$ cat src/rtl/decoder_rr_arbiter_if.sv
// Request/grant bundle between requesters and the shared
// select-decoder arbiter.
interface decoder_rr_arbiter_if;
  logic       en;
  logic [7:0] req;
  logic [2:0] sel;
  logic [7:0] y_n;
  logic       gnt_valid;
  logic       timeout;

  modport master (
    output en,
    output req,
    input  sel,
    input  y_n,
    input  gnt_valid,
    input  timeout
  );

  modport slave (
    input  en,
    input  req,
    output sel,
    output y_n,
    output gnt_valid,
    output timeout
  );
endinterface

$ cat src/rtl/decoder_rr_arbiter.sv
// Round-robin arbiter sharing one 3-to-8 active-low decoder
// among 8 requesters, with a dead cycle between grants.
module decoder_rr_arbiter #(
  parameter int HOLD_MAX = 15,
  parameter int CW       = 4
) (
  input logic                  clk,
  input logic                  rst,
  decoder_rr_arbiter_if.slave  bus
);

  typedef enum logic [1:0] {
    IDLE,
    GRANT,
    RELEASE
  } state_t;

  localparam logic [CW-1:0] LIMIT = CW'(HOLD_MAX - 1);

  state_t        state_q, state_d;
  logic [2:0]    sel_q, sel_d;
  logic [2:0]    last_q, last_d;
  logic [7:0]    y_n_q, y_n_d;
  logic          gv_q, gv_d;
  logic          to_q, to_d;
  logic [CW-1:0] cnt_q, cnt_d;

  logic [2:0]    win;
  logic          found;
  logic [2:0]    idx;
  logic          drop_a;
  logic          drop_b;
  logic          lim;

  // Search starts just past the last grantee; it comes last.
  always_comb begin
    found = 1'b0;
    win   = 3'd0;
    idx   = 3'd0;
    for (int i = 1; i <= 8; i++) begin
      idx = last_q + i[2:0];
      if (!found && bus.req[idx]) begin
        found = 1'b1;
        win   = idx;
      end
    end
  end

  always_comb begin
    state_d = state_q;
    sel_d   = sel_q;
    last_d  = last_q;
    gv_d    = 1'b0;
    to_d    = 1'b0;
    cnt_d   = cnt_q;
    drop_a  = !bus.req[sel_q];
    drop_b  = !bus.en;
    lim     = (cnt_q == LIMIT);
    unique case (state_q)
      IDLE, RELEASE: begin
        if (bus.en && found) begin
          state_d = GRANT;
          sel_d   = win;
          gv_d    = 1'b1;
          cnt_d   = '0;
        end else begin
          state_d = IDLE;
        end
      end
      GRANT: begin
        if (drop_a || drop_b || lim) begin
          state_d = RELEASE;
          last_d  = sel_q;
          to_d    = lim && !drop_a && !drop_b;
        end else begin
          gv_d  = 1'b1;
          cnt_d = cnt_q + CW'(1);
        end
      end
      default: state_d = IDLE;
    endcase
    y_n_d = gv_d ? ~(8'b1 << sel_d) : 8'hFF;
  end

  always_ff @(posedge clk) begin
    if (rst) begin
      state_q <= IDLE;
      sel_q   <= 3'd0;
      last_q  <= 3'd7;
      y_n_q   <= 8'hFF;
      gv_q    <= 1'b0;
      to_q    <= 1'b0;
      cnt_q   <= '0;
    end else begin
      state_q <= state_d;
      sel_q   <= sel_d;
      last_q  <= last_d;
      y_n_q   <= y_n_d;
      gv_q    <= gv_d;
      to_q    <= to_d;
      cnt_q   <= cnt_d;
    end
  end

  assign bus.sel       = sel_q;
  assign bus.y_n       = y_n_q;
  assign bus.gnt_valid = gv_q;
  assign bus.timeout   = to_q;

endmodule

$ cat src/flat_wrapper.sv
// flat-port wrapper written by rule: the top's interface ports become plain ports
module decoder_rr_arbiter_flat 
#(
  parameter int HOLD_MAX = 15,
  parameter int CW       = 4
)
  (clk, rst, bus_en, bus_req, bus_sel, bus_y_n, bus_gnt_valid, bus_timeout);
  decoder_rr_arbiter_if bus_i ();
  input logic clk;
  input logic rst;
  input wire logic [$bits(bus_i.en)-1:0] bus_en;
  input wire logic [$bits(bus_i.req)-1:0] bus_req;
  output wire logic [$bits(bus_i.sel)-1:0] bus_sel;
  output wire logic [$bits(bus_i.y_n)-1:0] bus_y_n;
  output wire logic [$bits(bus_i.gnt_valid)-1:0] bus_gnt_valid;
  output wire logic [$bits(bus_i.timeout)-1:0] bus_timeout;
  assign bus_i.en = bus_en;
  assign bus_i.req = bus_req;
  assign bus_sel = bus_i.sel;
  assign bus_y_n = bus_i.y_n;
  assign bus_gnt_valid = bus_i.gnt_valid;
  assign bus_timeout = bus_i.timeout;
  decoder_rr_arbiter #(.HOLD_MAX(HOLD_MAX), .CW(CW)) u_core (.clk(clk), .rst(rst), .bus(bus_i));
endmodule
$ cat config.mk
export PLATFORM = sky130hd
export DESIGN_NAME = decoder_rr_arbiter_flat
export DESIGN_NICKNAME = d
export VERILOG_FILES = /design/src/rtl/decoder_rr_arbiter_if.sv /design/src/rtl/decoder_rr_arbiter.sv /design/src/flat_wrapper.sv
export SDC_FILE = /design/constraint.sdc
export NUM_CORES = 1
export LEC_CHECK = 0
export ABC_AREA = 1
export CAP_MARGIN = 20
export CORE_AREA = 2 2 50 87
export CTS_CLUSTER_SIZE = 25
export DETAILED_ROUTE_END_ITERATION = 8
export DIE_AREA = 0 0 52 89
export PLACE_DENSITY = 0.66
export SYNTH_ARGS = -nofsm -noshare
export SYNTH_HDL_FRONTEND = slang
export SYNTH_SLANG_ARGS = --single-unit
$ cat constraint.sdc
create_clock -name clk -period 3.5 [get_ports clk]
set_input_delay 0.7 -clock clk [delete_from_list [all_inputs] [get_ports clk]]
set_output_delay 0.7 -clock clk [all_outputs]
set_load 0.02 [all_outputs]
### Word level (Yosys, flattened, before mapping)

Cells that the tools add are included.

* add/sub/neg operators: 8
* order comparisons: 9
* equality and inequality tests: 6
* shift-type cells: 1
* muxes and demuxes: 45
* bitwise operators: 4
* reductions and logical operators: 28

Operator list (number)
* 3-bit by 4-bit less-than comparator with 1-bit output, second input constant: 9
* 3-bit two-way mux: 10
* 1-bit binary-select mux with 3-bit select: 9
* 1-bit two-way mux: 20
* 3-bit adder, second input constant: 4
* 1-bit logical AND: 10
* 1-bit logical NOT: 9
* 4-bit two-way mux: 2
* 8-bit inverter: 1
* 4-bit case mux with 2 select lines: 1
* 1-bit by 3-bit left shift with 8-bit output, first input constant: 1
* 3-bit by 2-bit adder with 3-bit output, second input constant: 2
* 4-bit by 1-bit adder with 4-bit output, second input constant: 1
* 4-bit == test, second input constant: 1
* 2-bit by 1-bit inequality test with 1-bit output, second input constant: 2
* 2-bit case mux with 2 select lines: 1
* 2-bit OR reduction: 2
* 3-bit by 1-bit adder with 3-bit output, second input constant: 1
* 1-bit inverter: 3
* 3-bit AND reduction: 1
* 3-bit OR reduction: 1
* 2-bit by 1-bit == test with 1-bit output, second input constant: 1
* 2-bit == test, second input constant: 1
* 2-bit logical NOT: 1
* 6 further kinds: 7

* register bits after elaboration: 22
* bits of input ports: 11
* output and inout bits: 13
* logic and storage cells: 108

### Depth between registers and ports, before layout

Gate-level depths: netlist of the first run.

* word-level depth: 30
* mapped depth: 21
* gate-level depth less buffers: 18

### Least setup slack after synthesis of the first run

OpenSTA, ideal clock, no wires.

* path kind: flip-flop to flip-flop
* start: register u_core.last_q[0]
* end: register u_core.y_n_q[0] (netlist: u_core.bus.y_n[0])
* library setup time: 0.122 ns
* data arrival time: 2.401 ns
* required time: 3.378 ns
* slack: 0.976 ns
* cell stages (with the launch flop): 20
* buffers on the path: 3
* period minus slack after synthesis: 2.524 ns
* cells stage by stage: dfxtp_1 buf_6 inv_4 buf_12 ha_1 buf_4 inv_1 nand3_2 nand3_4 nand2_4 nor2_8 nand4_4 nor2_4 nand3_2 nand2_4 nor2_2 nand2_4 nand2_4 nor2_4 nand3_1

* longest elaborated chain between the ends: 30
* elaborated cells on any way between the ends: 62
* classes of those cells: add/sub: 7; shift: 1; mux: 36; bitwise: 2; reduce/logical: 16

Ends and longest elaborated chain
* from (decl): line decoder_rr_arbiter.sv:22 `logic [2:0] last_q, last_d;`
* from (signal assigned): line decoder_rr_arbiter.sv:97 `last_q <= last_d;`
* 3-bit by 1-bit adder with 3-bit output: line decoder_rr_arbiter.sv:41 `idx = last_q + i[2:0];`
* 1-bit binary-select mux with 3-bit select: line decoder_rr_arbiter.sv:42 `if (!found && bus.req[idx]) begin`
* 1-bit two-way mux (not written as such): line decoder_rr_arbiter.sv:42
* 1-bit two-way mux: line decoder_rr_arbiter.sv:42
* 1-bit logical NOT: line decoder_rr_arbiter.sv:42
* 1-bit logical AND: line decoder_rr_arbiter.sv:42
* 1-bit two-way mux: line decoder_rr_arbiter.sv:42
* 1-bit logical NOT: line decoder_rr_arbiter.sv:42
* [... 14 more ...]
* 1-bit logical NOT: line decoder_rr_arbiter.sv:42
* 1-bit logical AND: line decoder_rr_arbiter.sv:42
* 1-bit two-way mux: line decoder_rr_arbiter.sv:42
* 1-bit logical AND: line decoder_rr_arbiter.sv:61 `if (bus.en && found) begin`
* 1-bit two-way mux / 3-bit two-way mux (equally long branches): line decoder_rr_arbiter.sv:61
* 1-bit case mux with 2 select lines / 3-bit two-way mux (equally long branches): line decoder_rr_arbiter.sv:59 `unique case (state_q)`
* 1-bit inverter (no line) / 1-bit by 3-bit left shift with 8-bit output (equally long branches)
* 2-bit OR reduction (no line) / 8-bit inverter (equally long branches)
* to (signal assigned): line decoder_rr_arbiter.sv:98 `y_n_q <= y_n_d;`
* to (decl): line decoder_rr_arbiter.sv:23 `logic [7:0] y_n_q, y_n_d;`

Parallel ways exist; a longest one is shown, timed or not. The select of a mux whose other input is x is not followed.
A chain may end at the register's enable or synchronous reset.

### Worst setup path in the final report of the first run

* start: register u_core.last_q[0]
* end: register u_core.y_n_q[1] (netlist: u_core.bus.y_n[1])

Same word-level chain as after synthesis.

==> tab_implementation.tex, run 1 <==
\begin{tabular}{lr}
\hline
Metric & Value \\
\hline
\multicolumn{2}{l}{\textbf{Run status}} \\
Status & complete, no violations \\
\multicolumn{2}{l}{\textbf{Clock tree}} \\
Clock latency on the worst-skew pair & 260 ps \\
Number of hold buffers added after CTS & 0 \\
Number of clock buffers inserted by TritonCTS & 3 \\
PostCTS Resize Cnt & 0 \\
Library cell used as clock root buffer & clkbuf\_8 \\
Setup bufs post-CTS & 0 \\
Reg clk slew, reported paths & 80 ps \\
Maximum buffer depth of the clock tree & 2 \\
Maximum level of the CTS H-tree & 1 \\
Num Clock Sinks & 22 \\
CTS tree & built \\
\multicolumn{2}{l}{\textbf{Logic synthesis}} \\
Post-synthesis sequential element count & 22 \\
Yosys warning total & 0 \\
Sequential fraction of the synthesis area & 25.79\% \\
Count of unique library cells instantiated by Yosys & 35 \\
Cell area after synthesis & 1708 sq um \\
Post-Synthesis Cells & 245 \\
Syn\_nets & 260 \\
Average cell area after synthesis & 6.971 sq um \\
\multicolumn{2}{l}{\textbf{Worst setup path}} \\
Register-to-Register Path Depth & 15 \\
Required arrival time at the worst endpoint & 3650 ps \\
Worst setup path category & reg -> reg \\
Worst reg2reg startpoint & u\_core.last\_q[0]\$\_SDFFE\_PP1P\_ \\
Element type at the critical path end & register \\
WP data arrival & 2880 ps \\
Largest fanout on the critical path & 11 \\
Endpoint of the lowest-slack register-to-register path & u\_core.bus.y\_n[1]\$\_SDFF\_PP1\_ \\
Reg2reg setup slack & 760 ps \\
Critical Path Start Type & register \\
\multicolumn{2}{l}{\textbf{GRT}} \\
Number of global-route vias before repair & 1679 \\
Maximum number of pins on one net before global-route repair & 14 \\
Global-route usage over all layers & 19.78\% \\
Remaining Overflow, GRT & 0 \\
Global-route wire length before repair & 7044 microns \\
Number of antenna violations at the first check in global routing & 0 \\
\multicolumn{2}{l}{\textbf{Place}} \\
Routability cong. & 0.9379 \\
Estimated wirelength of the detail-placed design & 3343 microns \\
Number of buffers inserted by port buffering & 23 \\
Cell area after placement & 1954 sq um \\
\multicolumn{2}{l}{\textbf{Timing}} \\
Post-route fraction of the period consumed by the critical path & 78.18\% \\
Hold Violations, Final & 0 \\
Post-route setup TNS & 0 ps \\
Max Slew Vio Count & 0 \\
Setup repair after global routing missed its margin & no \\
Top achievable clock speed & 0.3655 GHz \\
Worst slew margin relative to its limit & 65.84\% \\
Clock period minus worst slack & 2736 ps \\
Transition time at the pin with the least slew margin & 511.7 ps \\
Worst clock skew & 2.341 ps \\
Final count of negative-setup-slack endpoints & 0 \\
\multicolumn{2}{l}{\textbf{Drt}} \\
Number of vias per cell after detailed routing & 5.149 \\
Vias & 1627 \\
Post-detailed-route wirelength per cell & 12.53 microns \\
Number of detailed-routing iterations run before antenna repair & 5 \\
Wire length after detailed routing & 3958 microns \\
First-iteration detailed-routing DRC count & 26 \\
Residual DRC count & 0 \\
Antenna Nets Post-Route & 0 \\
\multicolumn{2}{l}{\textbf{Floorplanning}} \\
Die span in y & 89 microns \\
Number of placed I/O pins & 24 \\
Total core area & 3866 sq um \\
Starting density of the core & 44.17\% \\
Total die area & 4628 sq um \\
Die Span X & 52 microns \\
Number of rows in the core area & 30 \\
\multicolumn{2}{l}{\textbf{Min path}} \\
Terminating pin of the worst hold path & u\_core.cnt\_q[0]\$\_SDFFE\_PP0P\_ \\
Worst Hold Depth & 2 \\
Type of the tightest min-delay check & reg -> reg \\
Worst min-delay path startpoint & u\_core.cnt\_q[0]\$\_SDFFE\_PP0P\_ \\
\multicolumn{2}{l}{\textbf{Power}} \\
Internal power & 578.1 uW \\
Power density over the cells & 478.9 nW/um\^{}2 \\
Sequential cell fraction of total power & 29.9\% \\
Share of total power consumed by net switching & 40.40\% \\
Reported leakage power & 0.0009554 uW \\
Combinational cell fraction of total power & 46.2\% \\
Net switching power figure & 391.9 uW \\
Fraction of power consumed by the clock network & 23.9\% \\
Total power after layout & 970.1 uW \\
IR drop worst, VDD & 0.0003693 V \\
\multicolumn{2}{l}{\textbf{Cells and area}} \\
Footprint of the multi-input gates & 1090 sq um \\
Number of filler instances in the final layout & 403 \\
Area growth from synthesis to layout & 18.61\% \\
Final-stage net count & 284 \\
Ant. Diodes & 0 \\
Design Area, Final & 2026 sq um \\
Area occupied by registers & 440.4 sq um \\
Fraction of layout instances using a drive strength above 1 & 17.54\% \\
\multicolumn{2}{l}{\textbf{Job}} \\
Max-cap violation count & 0 \\
\hline
\end{tabular}
-- power groups by stage --
stage                     clock (uW)  sequential, uW  combinational [uW]
final                            232             290                 448
after global routing             249             292                 510
after CTS                        238             290                 449
after detailed placement           0             296                 447
after global placement             0             296                 446
after floorplan                    0             301                 342
-- how the worst max path moves through the flow --
stage | from | to | slack (ps)
finish | u_core.last_q[0]$_SDFFE_PP1P_ | u_core.bus.y_n[1]$_SDFF_PP1_ | 760
global route | u_core.last_q[0]$_SDFFE_PP1P_ | u_core.bus.y_n[1]$_SDFF_PP1_ | 530
CTS | u_core.last_q[0]$_SDFFE_PP1P_ | u_core.bus.y_n[1]$_SDFF_PP1_ | 760
detailed placement | bus_req[6] | u_core.bus.y_n[6]$_SDFF_PP1_ | 640
global placement | bus_req[6] | u_core.bus.y_n[6]$_SDFF_PP1_ | 660
floorplan | u_core.last_q[0]$_SDFFE_PP1P_ | u_core.bus.y_n[0]$_SDFF_PP1_ | 980
-- cell type report --
type,count,share of cell area (%)
Timing Repair Buffer,25,12.11
Tap cell,48,2.965
Clock inverter,1,1.482
Clock buffer,3,2.038
Sequential cell,22,21.74
Inverter,31,5.868
Multi-Input combinational cell,186,53.80
-- layer usage --
metal,vias up,global-route usage (%),wire [microns]
met5,-,0,0
met4,0,10.53,112
met2,28,38.55,2230
met1,746,20.25,1549
li1,843,-,-
met3,10,1.003,65
-- stage by stage --
| stage | hold slack [ps] | setup slack, ps | utilization [%] | std cells |
|---|---|---|---|---|
| floorplan | 460.8 | 976.2 | - | 245 |
| global placement | 499.8 | 663.6 | 50.55 | 312 |
| detailed placement | 503.4 | 644.3 | 50.55 | 312 |
| CTS | 514.7 | 762.6 | 52.39 | 316 |
| global route | 520.5 | 529.3 | 52.39 | 316 |
| finish | 505.7 | 763.8 | 52.39 | 316 |
-- registers in the layout (all words and copies together), names as in the netlist --
| name | flops |
|---|---|
| u_core.bus.gnt_valid | 1 |
| u_core.bus.sel | 3 |
| u_core.state_q | 2 |
| u_core.bus.y_n | 8 |
| u_core.last_q | 3 |
| u_core.bus.timeout | 1 |
| u_core.cnt_q | 4 |
-- placed cells by master, fill, tap and decap left out --
master and count:
a211oi_1 1, a21oi_1 5, and3_1 2, buf_4 2, bufinv_16 1, clkbuf_8 3
clkdlybuf4s50_1 23, dfxtp_1 22, ha_1 4, inv_1 25, inv_2 5, inv_4 1
nand2_1 52, nand2_2 8, nand2_4 8, nand3_1 34, nand3_2 9, nand3_4 1
nand3b_1 2, nand4_1 4, nand4_4 1, nor2_1 26, nor2_2 2, nor2_4 3
nor2_8 1, nor3_1 3, nor4_1 1, o211ai_1 3, o21ai_0 8, o21ai_1 2
o22ai_1 2, xnor2_1 1, xnor2_2 1, xor2_1 1, xor2_2 1
-- cell usage after synthesis --
cell	count	area share, %
inv_4	1	0.37
nand4_1	4	1.5
nor2_1	26	5.7
buf_2	1	0.29
nand2_2	8	2.9
xor2_2	1	0.95
o22ai_1	2	0.73
xnor2_2	1	0.95
nand3_2	9	5.3
nor2_2	2	0.73
inv_1	25	5.5
buf_6	1	0.66
buf_4	3	1.3
ha_1	4	2.9
nand2_1	52	11
nor2_4	3	2.0
o211ai_1	3	1.3
nand2_4	8	5.3
nand4_4	1	1.2
a21oi_1	5	1.5
o21ai_1	2	0.59
dfxtp_1	22	26
o21ai_0	8	2.3
and3_1	2	0.73
nor2_8	1	1.2
nand3_1	34	10
buf_12	1	1.2
xnor2_1	1	0.51
nand3b_1	2	0.88
inv_2	5	1.1
a211oi_1	1	0.44
xor2_1	1	0.51
nand3_4	1	1.0
nor3_1	3	0.88
nor4_1	1	0.37
-- critical path: stages, from the launching register on --
cell	delay, ps
dfxtp_1	390
inv_4	110
ha_1	480
inv_1	200
nand3_1	150
nand2_1	60
o21ai_1	320
inv_1	120
nand3_2	110
nand2_4	90
nand2_4	120
inv_2	60
nor2_4	140
inv_2	60
nor2_4	130
nand3_1	80
-- logic make-up (layout without fill, tap and decap cells) --
kind of cell	Yosys count	after routing	share of synthesized area [%]
AND/OR/NAND/NOR	157	157	51.06
buffers and inverters	37	60	10.40
flip-flops	22	22	25.79
AO/OA/AOI/OAI	21	21	6.886
adder cells (fa/ha/maj)	4	4	2.931
XOR/XNOR	4	4	2.931
Power figures use the tool's default switching activity.
==> run 2, diff against run 1 <==
--- a/config.mk
+++ b/config.mk
@@ -11,7 +11,7 @@
 export CTS_CLUSTER_SIZE = 25
 export DETAILED_ROUTE_END_ITERATION = 8
 export DIE_AREA = 0 0 52 89
-export PLACE_DENSITY = 0.66
+export PLACE_DENSITY = 0.68
 export SYNTH_ARGS = -nofsm -noshare
 export SYNTH_HDL_FRONTEND = slang
 export SYNTH_SLANG_ARGS = --single-unit
==> constraint.sdc (replaced) <==
create_clock -name clk -period 2.5 [get_ports clk]
set_input_delay 0.5 -clock clk [delete_from_list [all_inputs] [get_ports clk]]
set_output_delay 0.5 -clock clk [all_outputs]
set_load 0.02 [all_outputs]
==> run 2 against run 1 <==
Register-to-register slack worse by 590 ps. Global-route usage is 1.3 points higher. Critical path depth is 1 higher. Combinational power is 71% higher. Clock-buffer cell count stayed put. Die area stayed put. Final cell count is 6.6% higher. Critical path type is now in -> reg. Largest power group unchanged. Worst setup slack worse by 650 ps.
==> tab_implementation.tex, run 2 (synthesized netlist as in run 1, its figures left out) <==
\begin{tabular}{lr}
\hline
Metric & Value \\
\hline
\multicolumn{2}{l}{\textbf{Floorplanning}} \\
Number of rows in the core area & 30 (unchanged) \\
Number of placed I/O pins & 24 (unchanged) \\
Total die area & 4628 sq um (unchanged) \\
Die Span X & 52 microns (unchanged) \\
Starting density of the core & 44.17\% (unchanged) \\
Die span in y & 89 microns (unchanged) \\
Total core area & 3866 sq um (unchanged) \\
\multicolumn{2}{l}{\textbf{Timing}} \\
Hold Violations, Final & 0 (unchanged) \\
Worst hold margin & 513.9 ps (+8.138 ps) \\
Max Slew Vio Count & 0 (unchanged) \\
Worst clock skew & 5.792 ps (+3.451 ps) \\
Top achievable clock speed & 0.4199 GHz \\
Final count of negative-setup-slack endpoints & 0 (unchanged) \\
Clock period minus worst slack & 2382 ps \\
Post-route fraction of the period consumed by the critical path & 95.26\% \\
Worst slew margin relative to its limit & 73.47\% (+7.6 points) \\
PnR worst setup slack & 118.4 ps (-645.4 ps) \\
Transition time at the pin with the least slew margin & 396.7 ps (-115.0 ps) \\
\multicolumn{2}{l}{\textbf{Min path}} \\
Type of the tightest min-delay check & reg -> reg \\
Terminating pin of the worst hold path & u\_core.cnt\_q[0]\$\_SDFFE\_PP0P\_ \\
Worst Hold Depth & 2 (unchanged) \\
Worst min-delay path startpoint & u\_core.cnt\_q[0]\$\_SDFFE\_PP0P\_ \\
\multicolumn{2}{l}{\textbf{Clock tree}} \\
Number of clock buffers inserted by TritonCTS & 3 (unchanged) \\
CTS tree & built \\
Library cell used as clock root buffer & clkbuf\_8 \\
Clock latency on the worst-skew pair & 260 ps (about the same) \\
Num Clock Sinks & 22 (unchanged) \\
Maximum buffer depth of the clock tree & 2 (unchanged) \\
Maximum level of the CTS H-tree & 1 (unchanged) \\
Reg clk slew, reported paths & 80 ps (about the same) \\
\multicolumn{2}{l}{\textbf{Worst setup path}} \\
Required arrival time at the worst endpoint & 2650 ps (-1000 ps) \\
Crit path cell chain & clkdlybuf4s50\_1, nand2\_2, nand3\_2, nand3\_4, nand2\_4, nor2\_8, nand4\_4, nor2\_4, buf\_4, nand3\_1, nand2\_1, nand2\_1, nand2\_4, nand2\_4, nor2\_4, nand3\_1 \\
Reg2reg setup slack & 170 ps (-590 ps) \\
CP Buf/Inv Count & 2 (-3) \\
Origin of the worst setup path & bus\_req[6] \\
Largest fanout on the critical path & 5 (-6) \\
Element type at the critical path end & register \\
Critical Path Start Type & input pin \\
Critical path's largest stage delay & 460 ps (-20 ps) \\
Worst setup path category & in -> reg \\
Cell with the most instances on the worst path & nand2\_4 \\
Register-to-Register Path Depth & 17 (+2) \\
Endpoint of the lowest-slack register-to-register path & u\_core.bus.y\_n[0]\$\_SDFF\_PP1\_ \\
Cell family with most CP delay & simple AND/OR/NAND/NOR gates \\
WP data arrival & 2530 ps (-350 ps) \\
Worst reg2reg startpoint & u\_core.last\_q[0]\$\_SDFFE\_PP1P\_ \\
Critical Path Slowest Stage Cell & clkdlybuf4s50\_1 \\
\multicolumn{2}{l}{\textbf{Place}} \\
Pre-CTS WS & -167.4 ps (-811.8 ps) \\
Cell total after placement & 330 (+5.8\%) \\
Estimated wirelength of the detail-placed design & 3641 microns (+8.9\%) \\
Number of buffers inserted by port buffering & 23 (unchanged) \\
Routability cong. & 0.8625 (-8.0\%) \\
\multicolumn{2}{l}{\textbf{Drt}} \\
Number of detailed-routing iterations run before antenna repair & 4 (-1) \\
Antenna Nets Post-Route & 0 (unchanged) \\
Vias & 1701 (+4.5\%) \\
Post-detailed-route wirelength per cell & 13.38 microns (+6.8\%) \\
Number of vias per cell after detailed routing & 5.047 (-2.0\%) \\
Wire length after detailed routing & 4508 microns (+14\%) \\
First-iteration detailed-routing DRC count & 43 (+65\%) \\
Residual DRC count & 0 (unchanged) \\
\multicolumn{2}{l}{\textbf{Cells and area}} \\
Most common library cell in the layout ignoring fill and taps & nand2\_1 \\
Number of flip-flops in the largest register & 8 (unchanged) \\
Number of filler instances in the final layout & 370 (-8.2\%) \\
Ant. Diodes & 0 (unchanged) \\
Final std cells w/o fill & 337 (+6.6\%) \\
Final-stage net count & 305 (+7.4\%) \\
Commonest cells after routing, fill and taps aside & 48 x nand2\_1, 32 x nand3\_1, 26 x nor2\_1, 24 x inv\_1 \\
Fraction of layout instances using a drive strength above 1 & 27.68\% (+10 points) \\
Area growth from synthesis to layout & 32.89\% \\
\multicolumn{2}{l}{\textbf{GRT}} \\
Most Used Layer, Global Route & met2 \\
Number of global-route vias before repair & 1685 (+0.36\%) \\
Remaining Overflow, GRT & 0 (unchanged) \\
GR Layer Usage met1 & 20.45\% (+0.21 points) \\
Maximum number of pins on one net before global-route repair & 14 (unchanged) \\
Global Route met2 Usage & 43.38\% (+4.8 points) \\
Global-route wire length before repair & 7376 microns (+4.7\%) \\
Global-route usage over all layers & 21.08\% (+1.3 points) \\
Met3 demand-to-capacity share in global routing & 1.171\% (+0.17 points) \\
Number of antenna violations at the first check in global routing & 0 (unchanged) \\
\multicolumn{2}{l}{\textbf{Job}} \\
Max-cap violation count & 0 (unchanged) \\
\multicolumn{2}{l}{\textbf{Power}} \\
Total power after layout & 1501 uW (+55\%) \\
Power density over the cells & 661.5 nW/um\^{}2 (+38\%) \\
IR drop worst, VDD & 0.0005534 V (+50\%) \\
Reported leakage power & 0.001111 uW (+16\%) \\
\multicolumn{2}{l}{\textbf{Run status}} \\
Status & complete, no violations \\
\hline
\end{tabular}
[run 2: changes by cell type in the layout (fill, tap and decap cells not counted), moves of 2 or more]
cell | previous run | this run
buf_4 | 2 | 20
buf_6 | 0 | 2
clkdlybuf4s50_1 | 23 | 18
dfxtp_1 | 22 | 20
dfxtp_2 | 0 | 2
dlymetal6s2s_1 | 0 | 5
ha_1 | 4 | 2
nand2_1 | 52 | 48
nand2_2 | 8 | 11
nand3_1 | 34 | 32
nand3_2 | 9 | 11
[run 2: layout make-up]
cell class | count | area [sq um] | area share [%]
clock buffer | 3 | 41.29 | 1.819
clock inverter | 1 | 30.03 | 1.323
inverter | 31 | 121.4 | 5.347
multi-input combinational | 186 | 1139 | 50.17
sequential | 22 | 442.9 | 19.51
tap | 48 | 60.06 | 2.646
timing repair buffer | 46 | 435.4 | 19.18
[run 2: worst max path at each step]
stage | slack, ps | cells past startpoint | end
6_report | 120 | 16 | u_core.bus.y_n[0]$_SDFF_PP1_
5_1_grt | -4 | 16 | u_core.bus.y_n[0]$_SDFF_PP1_
4_1_cts | 20 | 16 | u_core.bus.y_n[6]$_SDFF_PP1_
3_5_place_dp | -170 | 15 | u_core.bus.y_n[6]$_SDFF_PP1_
3_3_place_gp | -130 | 15 | u_core.bus.y_n[6]$_SDFF_PP1_
2_1_floorplan | 40 | 19 | u_core.bus.y_n[0]$_SDFF_PP1_
[run 2: report_power, final]
part | switching [uW] | internal [uW]
combinational | 454 | 310
clock | 119 | 214
sequential | 28.0 | 377
total | 601 | 901
[run 2: metrics by stage]
step	TNS [ps]	utilization, %	cell area [sq um]
2_1_floorplan	0	-	1708
3_3_place_gp	-1030	54.37	2102
3_5_place_dp	-1688	54.37	2102
4_1_cts	0	56.21	2173
5_1_grt	-4.524	58.71	2270
6_report	0	58.71	2270
[run 2: timing repair]
item / in CTS / in global routing
setup endpoints to repair: 0 / 15
hold buffers: 0 / 0
setup buffers: 0 / 3
endpoints found under the hold margin: 0 / 0
resized for setup: 0 / 22
[run 2: worst min-delay path: cells and delay by family (launching register included)]
| kind | cells | cell delay (ps) |
|---|---|---|
| DFF | 1 | 340 |
| and+or+nand+nor | 1 | 70 |
| AOI/OAI and AO/OA | 1 | 60 |
[run 2: routing by layer]
layer	share of wire, %	vias to the layer above
met5	0	-
met4	3.0	0
met3	1.9	12
met2	59	28
met1	36	775
li1	-	886
==> run 3, diff against run 2 <==
--- a/config.mk
+++ b/config.mk
@@ -11,6 +11,7 @@
 export CTS_CLUSTER_SIZE = 25
 export DETAILED_ROUTE_END_ITERATION = 8
 export DIE_AREA = 0 0 52 89
+export GPL_TIMING_DRIVEN = 0
 export PLACE_DENSITY = 0.68
 export SYNTH_ARGS = -nofsm -noshare
 export SYNTH_HDL_FRONTEND = slang
==> run 3 against run 2 <==
Maximum frequency is 1.6% lower. Clock-buffer cell count unchanged. Register-to-register slack worse by 90 ps. Utilization increased by 6.0 points. Routed wire length increased by 2.7%. Worst setup slack worse by 38 ps. Global-route usage is 0.38 points lower. Critical path depth increased by 2. Clock skew down 5.2 ps. Worst hold slack worse by 22 ps. Via count increased by 7.2%. Final cell count up 3.9%. Critical endpoint is now u_core.bus.y_n[3]$_SDFF_PP1_. Largest cell class unchanged.
==> tab_implementation.tex, run 3 (synthesized netlist as in run 1, its figures left out) <==
\begin{tabular}{lr}
\hline
Metric & Value \\
\hline
\multicolumn{2}{l}{\textbf{Floorplanning}} \\
Number of rows in the core area & 30 (unchanged) \\
Die Span X & 52 microns (unchanged) \\
Number of placed I/O pins & 24 (unchanged) \\
Die span in y & 89 microns (unchanged) \\
Total core area & 3866 sq um (unchanged) \\
Starting density of the core & 44.17\% (unchanged) \\
Total die area & 4628 sq um (unchanged) \\
\multicolumn{2}{l}{\textbf{Power}} \\
Reported leakage power & 0.001193 uW (+7.3\%) \\
IR drop worst, VDD & 0.0005933 V (+7.2\%) \\
Power density over the cells & 637.7 nW/um\^{}2 (-3.6\%) \\
\multicolumn{2}{l}{\textbf{Clock tree}} \\
Library cell used as clock root buffer & clkbuf\_8 \\
CTS tree & built \\
Clock latency on the worst-skew pair & 260 ps (about the same) \\
Maximum level of the CTS H-tree & 1 (unchanged) \\
Reg clk slew, reported paths & 80 ps (about the same) \\
Number of clock buffers inserted by TritonCTS & 3 (unchanged) \\
Number of hold buffers added after CTS & 0 (unchanged) \\
Maximum buffer depth of the clock tree & 2 (unchanged) \\
Num Clock Sinks & 22 (unchanged) \\
\multicolumn{2}{l}{\textbf{Timing}} \\
Top achievable clock speed & 0.4133 GHz (-1.6\%) \\
Hold Violations, Final & 0 (unchanged) \\
Max Slew Vio Count & 0 (unchanged) \\
Worst hold margin & 492.0 ps (-21.89 ps) \\
Worst clock skew & 0.5724 ps (-5.219 ps) \\
Final count of negative-setup-slack endpoints & 0 (unchanged) \\
Worst slew margin relative to its limit & 73.92\% (+0.45 points) \\
Clock period minus worst slack & 2419 ps (+37.85 ps) \\
PnR worst setup slack & 80.53 ps (-37.85 ps) \\
Transition time at the pin with the least slew margin & 388.0 ps (-8.742 ps) \\
Post-route fraction of the period consumed by the critical path & 96.78\% (+1.5 points) \\
Setup repair after global routing missed its margin & yes \\
\multicolumn{2}{l}{\textbf{Worst setup path}} \\
Largest fanout on the critical path & 8 (+3) \\
Critical Path Start Type & register \\
Reg2reg setup slack & 80 ps (-90 ps) \\
Cell family with most CP delay & simple AND/OR/NAND/NOR gates \\
CP Buf/Inv Count & 6 (+4) \\
Critical path's largest stage delay & 380 ps (-80 ps) \\
Worst setup path category & reg -> reg \\
WP data arrival & 2570 ps (+40 ps) \\
Critical Path Slowest Stage Cell & ha\_4 \\
Required arrival time at the worst endpoint & 2650 ps (about the same) \\
Crit path cell chain & buf\_6, clkinv\_8, ha\_4, inv\_8, nand3\_4, nand3\_2, nand2\_2, inv\_2, nand4\_4, nor2\_4, nand3\_2, nand2\_4, nand2\_4, inv\_4, nor2\_4, inv\_2, nor2\_4, nand3\_2 \\
Element type at the critical path end & register \\
\multicolumn{2}{l}{\textbf{GRT}} \\
Number of global-route vias before repair & 1723 (+2.3\%) \\
Number of antenna violations at the first check in global routing & 0 (unchanged) \\
Global-route wire length before repair & 7369 microns (about the same) \\
Global-route usage over all layers & 20.69\% (-0.38 points) \\
Maximum number of pins on one net before global-route repair & 14 (unchanged) \\
Remaining Overflow, GRT & 0 (unchanged) \\
\multicolumn{2}{l}{\textbf{Cells and area}} \\
Number of flip-flops in the largest register & 8 (unchanged) \\
Area occupied by registers & 442.9 sq um (unchanged) \\
Final-stage net count & 318 (+4.3\%) \\
Final std cells w/o fill & 350 (+3.9\%) \\
Utilization of the core after routing & 64.69\% (+6.0 points) \\
Area growth from synthesis to layout & 46.45\% \\
Footprint of the multi-input gates & 1266 sq um (+11\%) \\
Fraction of layout instances using a drive strength above 1 & 35.43\% (+7.7 points) \\
Commonest cells after routing, fill and taps aside & 46 x nand2\_1, 33 x buf\_4, 26 x nor2\_1, 23 x inv\_1, 23 x nand3\_1 \\
Ant. Diodes & 0 (unchanged) \\
Number of filler instances in the final layout & 328 (-11\%) \\
Most common library cell in the layout ignoring fill and taps & nand2\_1 \\
\multicolumn{2}{l}{\textbf{Run status}} \\
Status & complete, no violations \\
\multicolumn{2}{l}{\textbf{Drt}} \\
Number of vias per cell after detailed routing & 5.211 (+3.2\%) \\
Residual DRC count & 0 (unchanged) \\
First-iteration detailed-routing DRC count & 51 (+19\%) \\
Wire length after detailed routing & 4628 microns (+2.7\%) \\
Antenna Nets Post-Route & 0 (unchanged) \\
Vias & 1824 (+7.2\%) \\
Number of detailed-routing iterations run before antenna repair & 4 (unchanged) \\
Post-detailed-route wirelength per cell & 13.22 microns (-1.2\%) \\
\multicolumn{2}{l}{\textbf{Job}} \\
Max-cap violation count & 0 (unchanged) \\
\multicolumn{2}{l}{\textbf{Place}} \\
Estimated wirelength of the detail-placed design & 3221 microns (-12\%) \\
Cell total after placement & 315 (-4.5\%) \\
Routability cong. & 0.9708 (+13\%) \\
Pre-CTS WS & -307.0 ps (-139.6 ps) \\
Number of buffers inserted by port buffering & 22 (-4.3\%) \\
\multicolumn{2}{l}{\textbf{Min path}} \\
Type of the tightest min-delay check & reg -> reg \\
\hline
\end{tabular}
-- run 3: stage by stage --
stage | power [uW] | TNS (ps) | cell area [sq um]
after floorplan | 901.2 | 0 | 1708
after global placement | 1044 | -3054 | 1988
after detailed placement | 1051 | -3472 | 1988
after CTS | 1503 | 0 | 2267
after global routing | 1704 | -329.9 | 2501
final | 1595 | 0 | 2501
-- run 3: final timing paths --
path	from	to	depth (start not counted)
hold / removal	u_core.cnt_q[0]$_SDFFE_PP0P_	u_core.cnt_q[0]$_SDFFE_PP0P_	2
setup reg to reg	u_core.last_q[0]$_SDFFE_PP1P_	u_core.bus.y_n[3]$_SDFF_PP1_	18
setup / recovery	u_core.last_q[0]$_SDFFE_PP1P_	u_core.bus.y_n[3]$_SDFF_PP1_	18
hold reg to reg	u_core.cnt_q[0]$_SDFFE_PP0P_	u_core.cnt_q[0]$_SDFFE_PP0P_	2
-- run 3: cell type report --
type | instances | area share [%]
Timing Repair Buffer | 54 | 18.81
Buffer | 4 | 1.401
Multi-Input combinational cell | 186 | 50.63
Inverter | 31 | 5.853
Tap cell | 48 | 2.401
Timing Repair inverter | 1 | 0.3502
Sequential cell | 22 | 17.71
Clock buffer | 3 | 1.651
Clock inverter | 1 | 1.201
-- run 3: report_power, final --
group | switching (uW) | internal (uW) | total (uW) | leakage (uW)
Sequential | 21.5 | 377 | 399 | 0.000179
Clock | 111 | 214 | 324 | 0.0000357
Combinational | 511 | 361 | 872 | 0.000978
-- run 3: tightest hold or removal path: cells and delay by family (launching register included) --
kind | cells | cell delay (ps)
DFF | 1 | 330
AOI/OAI and AO/OA | 1 | 50
and+or+nand+nor | 1 | 70
-- run 3: routing by layer --
layer,up-vias,wire [microns],track usage [%]
met5,-,0,0
met4,0,218,14.83
met3,20,127,1.672
met2,46,2645,39.36
met1,847,1635,20.02
li1,911,-,-
-- run 3: timing repair --
action / 4_1_cts / 5_1_grt
endpoints found under the setup margin: 17 / 15
cloned: 0 / 1
buffers inserted: 15 / 17
pin swaps: 12 / 18
gates resized for setup: 24 / 29
